**src/rtl/pipe_stage_buf_pkg.sv**
```systemverilog
// Shared definitions for the pipeline stage buffer: state encodings,
// the canonical instruction NOP and a small state-to-level helper.
package pipe_stage_buf_pkg;

  typedef enum logic [1:0] {
    PIPE_EMPTY = 2'd0,
    PIPE_MAIN  = 2'd1,
    PIPE_FULL  = 2'd2
  } pipe_state_e;

  // addi x0, x0, 0 -- the NOP used when the payload carries instruction fields
  localparam logic [31:0] INST_NOP = 32'h0000_0013;

  // Number of entries held for a given skid-buffer state
  function automatic logic [1:0] stateLevel(input pipe_state_e state);
    logic [1:0] lvl;
    case (state)
      PIPE_MAIN: lvl = 2'd1;
      PIPE_FULL: lvl = 2'd2;
      default:   lvl = 2'd0;
    endcase
    return lvl;
  endfunction

endpackage

```
**src/rtl/pipe_stage_buf_counter.sv**
```systemverilog
// Saturating event counter, reusable for any performance counter.
// clr_i wins over inc_i; the count sticks at all-ones instead of wrapping.
module pipe_sat_counter #(
  parameter int CNT_W = 16
) (
  input  logic             clk,
  input  logic             clr_i,
  input  logic             inc_i,
  output logic [CNT_W-1:0] cnt_o
);

  logic [CNT_W-1:0] cnt_q;
  logic [CNT_W-1:0] cnt_d;

  // Next count: clear, saturating increment, or hold
  always_comb begin
    cnt_d = cnt_q;
    if (clr_i) begin
      cnt_d = '0;
    end else if (inc_i && (cnt_q != {CNT_W{1'b1}})) begin
      cnt_d = cnt_q + CNT_W'(1);
    end
  end

  // Count register
  always_ff @(posedge clk) begin
    cnt_q <= cnt_d;
  end

  assign cnt_o = cnt_q;

endmodule

```
**src/rtl/pipe_stage_buf.sv**
```systemverilog
// Parametrised pipeline stage register with valid/ready handshake,
// flush-to-NOP, optional 2-entry skid buffer and a stall counter.
module pipe_stage_buf #(
  parameter int                DATA_W    = 32,
  parameter logic [DATA_W-1:0] NOP_VALUE = '0,
  parameter bit                SKID      = 1'b1,
  parameter int                CNT_W     = 16
) (
  input  logic              clk,
  input  logic              rst,
  input  logic              flush_i,
  input  logic              in_valid_i,
  output logic              in_ready_o,
  input  logic [DATA_W-1:0] in_data_i,
  output logic              out_valid_o,
  input  logic              out_ready_i,
  output logic [DATA_W-1:0] out_data_o,
  output logic [1:0]        level_o,
  output logic [CNT_W-1:0]  stall_cnt_o
);

  import pipe_stage_buf_pkg::*;

  logic inFire;
  logic outFire;

  assign inFire  = in_valid_i & in_ready_o;
  assign outFire = out_valid_o & out_ready_i;

  if (SKID) begin : g_skid
    pipe_state_e       state_q, state_d;
    logic [DATA_W-1:0] main_q, main_d;
    logic [DATA_W-1:0] skid_q, skid_d;

    // State and data registers; reset empties both entries
    always_ff @(posedge clk) begin
      if (rst) begin
        state_q <= PIPE_EMPTY;
        main_q  <= NOP_VALUE;
        skid_q  <= NOP_VALUE;
      end else begin
        state_q <= state_d;
        main_q  <= main_d;
        skid_q  <= skid_d;
      end
    end

    // Next state: main holds the head, skid catches the one beat that
    // arrives while downstream stalls; flush overrides everything
    always_comb begin
      state_d = state_q;
      main_d  = main_q;
      skid_d  = skid_q;
      case (state_q)
        PIPE_EMPTY: begin
          if (inFire) begin
            main_d  = in_data_i;
            state_d = PIPE_MAIN;
          end
        end
        PIPE_MAIN: begin
          if (inFire && outFire) begin
            main_d = in_data_i;
          end else if (inFire) begin
            skid_d  = in_data_i;
            state_d = PIPE_FULL;
          end else if (outFire) begin
            main_d  = NOP_VALUE;
            state_d = PIPE_EMPTY;
          end
        end
        PIPE_FULL: begin
          if (outFire) begin
            main_d  = skid_q;
            state_d = PIPE_MAIN;
          end
        end
        default: begin
          main_d  = NOP_VALUE;
          state_d = PIPE_EMPTY;
        end
      endcase
      if (flush_i) begin
        state_d = PIPE_EMPTY;
        main_d  = NOP_VALUE;
        skid_d  = NOP_VALUE;
      end
    end

    // Ready comes straight from the state register, never from out_ready_i
    assign in_ready_o  = ~rst & (state_q != PIPE_FULL);
    assign out_valid_o = (state_q != PIPE_EMPTY);
    assign out_data_o  = main_q;
    assign level_o     = stateLevel(state_q);
  end else begin : g_single
    logic              valid_q, valid_d;
    logic [DATA_W-1:0] main_q, main_d;

    // Single holding register; reset empties it
    always_ff @(posedge clk) begin
      if (rst) begin
        valid_q <= 1'b0;
        main_q  <= NOP_VALUE;
      end else begin
        valid_q <= valid_d;
        main_q  <= main_d;
      end
    end

    // Load on accept, fall back to NOP when drained or flushed
    always_comb begin
      valid_d = valid_q;
      main_d  = main_q;
      if (inFire) begin
        valid_d = 1'b1;
        main_d  = in_data_i;
      end else if (outFire) begin
        valid_d = 1'b0;
        main_d  = NOP_VALUE;
      end
      if (flush_i) begin
        valid_d = 1'b0;
        main_d  = NOP_VALUE;
      end
    end

    assign in_ready_o  = ~rst & (~valid_q | out_ready_i);
    assign out_valid_o = valid_q;
    assign out_data_o  = main_q;
    assign level_o     = {1'b0, valid_q};
  end

  pipe_sat_counter #(
    .CNT_W (CNT_W)
  ) u_stall_cnt (
    .clk   (clk),
    .clr_i (rst),
    .inc_i (out_valid_o & ~out_ready_i),
    .cnt_o (stall_cnt_o)
  );

endmodule

```
**config.mk**
```make
export PLATFORM = sky130hd
export DESIGN_NAME = pipe_stage_buf
export DESIGN_NICKNAME = d
export VERILOG_FILES = /design/src/rtl/pipe_stage_buf_pkg.sv /design/src/rtl/pipe_stage_buf_counter.sv /design/src/rtl/pipe_stage_buf.sv
export SDC_FILE = /design/constraint.sdc
export NUM_CORES = 1
export LEC_CHECK = 0
export CAP_MARGIN = 10
export CORE_MARGIN = 5
export CORE_UTILIZATION = 35
export DETAILED_ROUTE_END_ITERATION = 8
export GPL_TIMING_DRIVEN = 0
export SETUP_SLACK_MARGIN = 0.5
export SLEW_MARGIN = 20
export SYNTH_ARGS = -nofsm -noshare
export SYNTH_HDL_FRONTEND = slang
export SYNTH_SLANG_ARGS = --single-unit
```
**constraint.sdc**
```tcl
create_clock -name clk -period 2.2 [get_ports clk]
set_clock_uncertainty 0.1 [all_clocks]
set_input_delay 0.22 -clock clk [delete_from_list [all_inputs] [get_ports clk]]
set_output_delay 0.22 -clock clk [all_outputs]
set_load 0.01 [all_outputs]
```
# ---- Word-level counts from Yosys, hierarchy flattened
# Cells that the tools add are included.
dict set report totals {
  register_bits 82
  latch_bits 0
  ram_bits 0
  romBits 0
  inputBits 37
  word_cells 43
  mem_count 0
}
dict set report op_classes {
  addsub 1
  n_mul 0
  div_mod_pow 0
  n_lt_le_gt_ge 0
  n_eq_ne 10
  n_shift 0
  n_mux 13
  bitwise 7
  reduce_logical 8
}
# cell count
set ops {}
lappend ops {{$mux W32} 5}
lappend ops {{$pmux W32 S3} 1}
lappend ops {{$add A16 B1 Y16 const B} 1}
lappend ops {{$ne A16 B16 Y1 const B} 1}
lappend ops {{$mux W2} 5}
lappend ops {{$ne A3 B3 Y1 const B} 3}
lappend ops {{$ne A2 B2 Y1 const B} 4}
lappend ops {{$reduce_and A4 Y1} 2}
lappend ops {{$pmux W2 S3} 1}
lappend ops {{$and A1 B1 Y1} 4}
lappend ops {{$pmux W2 S2} 1}
lappend ops {{$not A1 Y1} 3}
lappend ops {{$reduce_and A3 Y1} 1}
lappend ops {{$eq A2 B1 Y1 const B} 1}
lappend ops {{$eq A2 B2 Y1 const B} 1}
lappend ops {{$logic_and A1 B1 Y1} 2}
lappend ops {{$logic_not A2 Y1} 1}
lappend ops {{$reduce_bool A2 Y1} 1}
lappend ops {{$reduce_or A2 Y1} 1}

# ---- Longest topological paths before layout
dict set report depth {
  depth_word 6
  depth_mapped 7
  ltp_nobuf 5
}

# ---- Cells and area by module
# Synthesis repeated with hierarchy kept, for this count alone.
dict set report hier_totals {
  hier_cells 446
  area_unflattened_um2 3849.9
}
# mod instances cells_per_inst area_each_um2 seq_area_each_um2
set modules_own_cells {}
lappend modules_own_cells {pipe_stage_buf 1 347 3001.6 1321.3}
lappend modules_own_cells {pipe_sat_counter 1 99 848.3 320.3}

# ---- Worst setup path before layout
# OpenSTA, ideal clock, no wires.
dict set report synth_path {
  path_kind {reg-to-reg}
  startpoint {register u_stall_cnt.cnt_q[0] (netlist: u_stall_cnt.cnt_o[0])}
  endpoint {register u_stall_cnt.cnt_q[10] (netlist: u_stall_cnt.cnt_o[10])}
  setup_ns 0.121
  t_arrival_ns 1.633
  slack_ns 0.346
  path_stages_with_launch 7
  cell_sequence {dfxtp_1 -> ha_1 -> nand4_1 -> nor4_2 -> buf_4 -> nor4_1 -> mux2_2}
}
dict set report synth_between {
  elab_chain_len 2
  elab_cells_between_ends 3
  cone_classes {1 x add/sub; 1 x eq/ne; 1 x reduce/logical}
}
# item line_no
set synth_lines {}
lappend synth_lines {{from (decl)} pipe_stage_buf_counter.sv:12} ;# logic [CNT_W-1:0] cnt_q;
lappend synth_lines {{from (signal assigned)} pipe_stage_buf_counter.sv:27} ;# cnt_q <= cnt_d;
lappend synth_lines {{branches (longest 2 deep; another with $add A16 B1 Y16)} n/a}
# Several ways; the timed one is not identified.
# A chain may end at the register's enable or synchronous reset.

# ---- Final worst setup path
dict set report layout_path {
  startpoint {register u_stall_cnt.cnt_q[0] (netlist: u_stall_cnt.cnt_o[0])}
  endpoint {register u_stall_cnt.cnt_q[5] (netlist: u_stall_cnt.cnt_o[5])}
}
# Same word-level chain as after synthesis.

==> impl_results.md <==
- Die height: about 110 microns
- Number of nets with antenna violations after routing: 0
- Worst EP required: approximately 2400 ps
- Max-slew headroom at the worst pin: roughly 65%
- Clk Latency, worst-skew pair: roughly 350 ps
- Cell at the root of the clock tree: sky130_fd_sc_hd__clkbuf_8
- Number of antenna violations at the first check in global routing: 0
- Pwr Total: ~2.8 mW
- Total of flip-flops plus latches after synthesis: 82
- Logic depth of the worst register-to-register path: 8
- CTS tree: done
- Final HPWL DP: ~6500 microns
- Total die area: around 12000 sq um
- Multi-input logic area: between 1500 and 2000 sq um
- Number of buffers created by CTS: 9
- Net total in the final layout: between 500 and 600
- Startpoint of the lowest-slack hold path: out_ready_i
- Pwr dens: around 560 nW/um^2
- Post-synthesis to final-layout area growth: 49.2%
- Final Cycle Share: about four fifths
- Via density: about 5.1
- Final critical path time including I/O delays and setup: roughly 1700 ps
- Maximum clock rate: just under 600 MHz
- CTS Buffer Depth: 2
- Detailed-route wire length per cell: ~16 microns
- Hold WC Path Type: primary input to flop
- Worst hold slack: just over 300 ps
- Synthesized instance count: 370
- Number of I/O pins: slightly below 90
- Portion of total power attributed to the clock network: roughly 37%
- Final max-slew violation count: 0
- Number of failing setup endpoints in the final timing report: 0
- Switching Power: about 0.7 mW
- Setup TNS: 0 ps
- Number of synthesis warnings: 0
- Capture endpoint of the worst hold path: g_skid.state_q[1]$_SDFFE_PP0P_
- Netlist cell types: 40
- Largest net degree at the start of global routing: 16
- Maximum net fanout on the critical path: 5
- Kind of end point of the critical path: flop
- Final wirelength: ~10000 microns
- Routability Congestion: approximately 0.8
- Placed instance count: roughly 590
- Total number of vias: ~3200
- Register area share after synthesis: around 49%
- FP Rows: 35
- Element type at the critical path start: flop
- Register-to-register setup slack: around 470 ps
- All-layer global routing usage: 16.9%
- Initial cell density of the core: ~36%
- Number of cells on the worst hold path: 3
- Worst IR drop on VDD: ~0.00033 V
- Area of the core: a little over 9000 sq um
- EDFF count, synth: 0
- Status: finished clean
- Final global-route overflow total: 0
- Violation count after the first detailed-routing iteration: approximately 140
- Register share of total power: roughly 54%
- Worst r2r src: u_stall_cnt.cnt_o[0]$_SDFFE_PP0P_
- Number of global-route vias before repair: about 3300
- Relative contribution of combinational cells to total power: about a tenth
- Post-synthesis instance area: around 3400 sq um
- Number of sinks handled by clock tree synthesis: around 80
- Port buffer count: approximately 90
- CTS clock-pin slew for the worst setup and hold paths: ~80 ps
- Cell internal pwr: about 2.1 mW
- Fraction of registers with async set or reset after synthesis: 0%
- Synth Net Count: slightly above 400
- Fraction of layout cells with a size suffix above 1: a little over a fifth
- Max-cap violation count: 0
- Worst setup path class: flop to flop
- RSZ-0062 raised after global routing: yes
- Flip-flop cell with the highest count after synthesis: sky130_fd_sc_hd__dfxtp_1
- Filler cell count: 846
- Capture point of the worst reg-to-reg path: u_stall_cnt.cnt_o[5]$_SDFFE_PP0P_
- Lkg Pwr: about 1.8 nW
- FF+latch area: between 1500 and 2000 sq um
- Final routed DRC violation total: 0
- Count of H-tree levels built during CTS: 3
- Final Hold Viols: 0
- Chip Width: 108 microns
- Switching share of power: 25.2%
- Worst path arrival time: 1900 ps
- Pin slew with the least headroom to its limit: 518 ps
- Wire length of the first global-routing pass: about 16000 microns
- Synthesized area divided by synthesized cell count: 9.07 sq um
- Post-route core utilization: 53.9%
- First-pass DRT Iterations: 4
- Final cell count without fillers: about 620
- Antenna cell count: 0
-- through the flow --
step           area, sq um  worst slack (ps)
5_1_grt               5010               416
3_3_place_gp          4420              -298
2_1_floorplan         3380               497
3_5_place_dp          4420              -283
6_report              5010               474
4_1_cts               4830               289
-- what timing repair did --
| action | CTS | global route |
|---|---|---|
| setup buffers | 12 | 7 |
| hold buffers | 0 | 0 |
| gates cloned | 2 | 0 |
| pin swaps | 7 | 15 |
| resized for setup | 51 | 53 |
| endpoints found under the setup margin | 84 | 84 |
-- area by class of cell --
class                   count  area share [%]
clock buffers              10            2.75
repair buffers            109            21.2
multi-input cells         251            33.1
well taps                 129            3.22
flip-flops and latches     82            33.3
inverters                   5           0.375
clock inverters             6            1.00
plain buffers              32            5.02
-- metal layers --
| metal | wire, microns | global-route usage (%) | vias up |
|---|---|---|---|
| met3 | 671 | 4.42 | 12 |
| met5 | 0 | 0 | - |
| met2 | 4600 | 27.1 | 89 |
| met4 | 122 | 5.77 | 0 |
| met1 | 4580 | 22.1 | 1511 |
| li1 | - | - | 1592 |
-- Yosys cell counts, drive strengths merged, types with 2 or more instances --
cell     instances  area share (%)
mux2             2            0.67
nor4             4             1.1
nor2             8            0.89
buf             13             2.5
o2bb2ai         32             8.3
a21oi           44             6.6
nor2b            7             1.3
a211oi           2            0.45
a41o             2            0.60
nand3            4            0.60
or4              6             1.3
nand2           69             7.7
inv              5            0.56
o31ai            6             1.3
dfxtp           82              49
or3              3            0.56
mux2i            3            0.89
o21ai            4            0.60
or2              4            0.75
nand4            5             1.4
a22oi           32             7.2
clkbuf          19             2.1
and2             2            0.37
-- kinds of logic after synthesis --
group	Yosys count	synth area share, %
AOI/OAI and AO/OA	129	27.1
and+or+nand+nor	116	16.9
DFF	82	48.9
buffers and inverters	37	5.18
muxes	5	1.57
adders and majority gates	1	0.373
-- power by group through the flow --
stage	sequential, mW	clock, mW	combinational (mW)
after global placement	1.54	0	0.236
after global routing	1.51	1.10	0.281
final	1.50	1.02	0.259
after CTS	1.51	1.05	0.251
after floorplan	1.55	0	0.0899
after detailed placement	1.54	0	0.237
-- cells in the final DEF (no fill, tap or decap), types with 6 or more instances in the layout --
cell,instances
sky130_fd_sc_hd__a22oi_1,32
sky130_fd_sc_hd__dfxtp_2,10
sky130_fd_sc_hd__a21oi_1,43
sky130_fd_sc_hd__nand2_1,69
sky130_fd_sc_hd__dfxtp_1,68
sky130_fd_sc_hd__clkdlybuf4s50_1,80
sky130_fd_sc_hd__clkbuf_2,10
sky130_fd_sc_hd__o2bb2ai_1,32
sky130_fd_sc_hd__buf_4,19
sky130_fd_sc_hd__buf_6,16
sky130_fd_sc_hd__clkbuf_8,11
sky130_fd_sc_hd__nor2_1,7
sky130_fd_sc_hd__or4_1,6
-- critical path, cell delays in order (launching register included) --
cell	delay (ps)
sky130_fd_sc_hd__dfxtp_4	360
sky130_fd_sc_hd__ha_4	150
sky130_fd_sc_hd__nand4_1	100
sky130_fd_sc_hd__buf_6	120
sky130_fd_sc_hd__nor4_4	40
sky130_fd_sc_hd__buf_6	140
sky130_fd_sc_hd__buf_6	110
sky130_fd_sc_hd__or4_1	390
sky130_fd_sc_hd__a21oi_1	130
-- flip-flops by register name, indices dropped and copies added (netlist names) --
| name | cells |
|---|---|
| g_skid.skid_q | 32 |
| out_data_o | 32 |
| u_stall_cnt.cnt_o | 16 |
| g_skid.state_q | 2 |
-- worst max path at each step --
stage | start | endpoint | slack, ps | depth (start not counted)
2_1_floorplan | u_stall_cnt.cnt_o[0]$_SDFFE_PP0P_ | u_stall_cnt.cnt_o[10]$_SDFFE_PP0P_ | 500 | 6
3_3_place_gp | rst | in_ready_o | -300 | 5
3_5_place_dp | rst | in_ready_o | -280 | 5
4_1_cts | g_skid.state_q[1]$_SDFFE_PP0P_ | in_ready_o | 290 | 4
5_1_grt | u_stall_cnt.cnt_o[0]$_SDFFE_PP0P_ | u_stall_cnt.cnt_o[8]$_SDFFE_PP0P_ | 420 | 7
6_report | u_stall_cnt.cnt_o[0]$_SDFFE_PP0P_ | u_stall_cnt.cnt_o[5]$_SDFFE_PP0P_ | 470 | 8
Note: power is estimated with default switching activity, not from simulation.
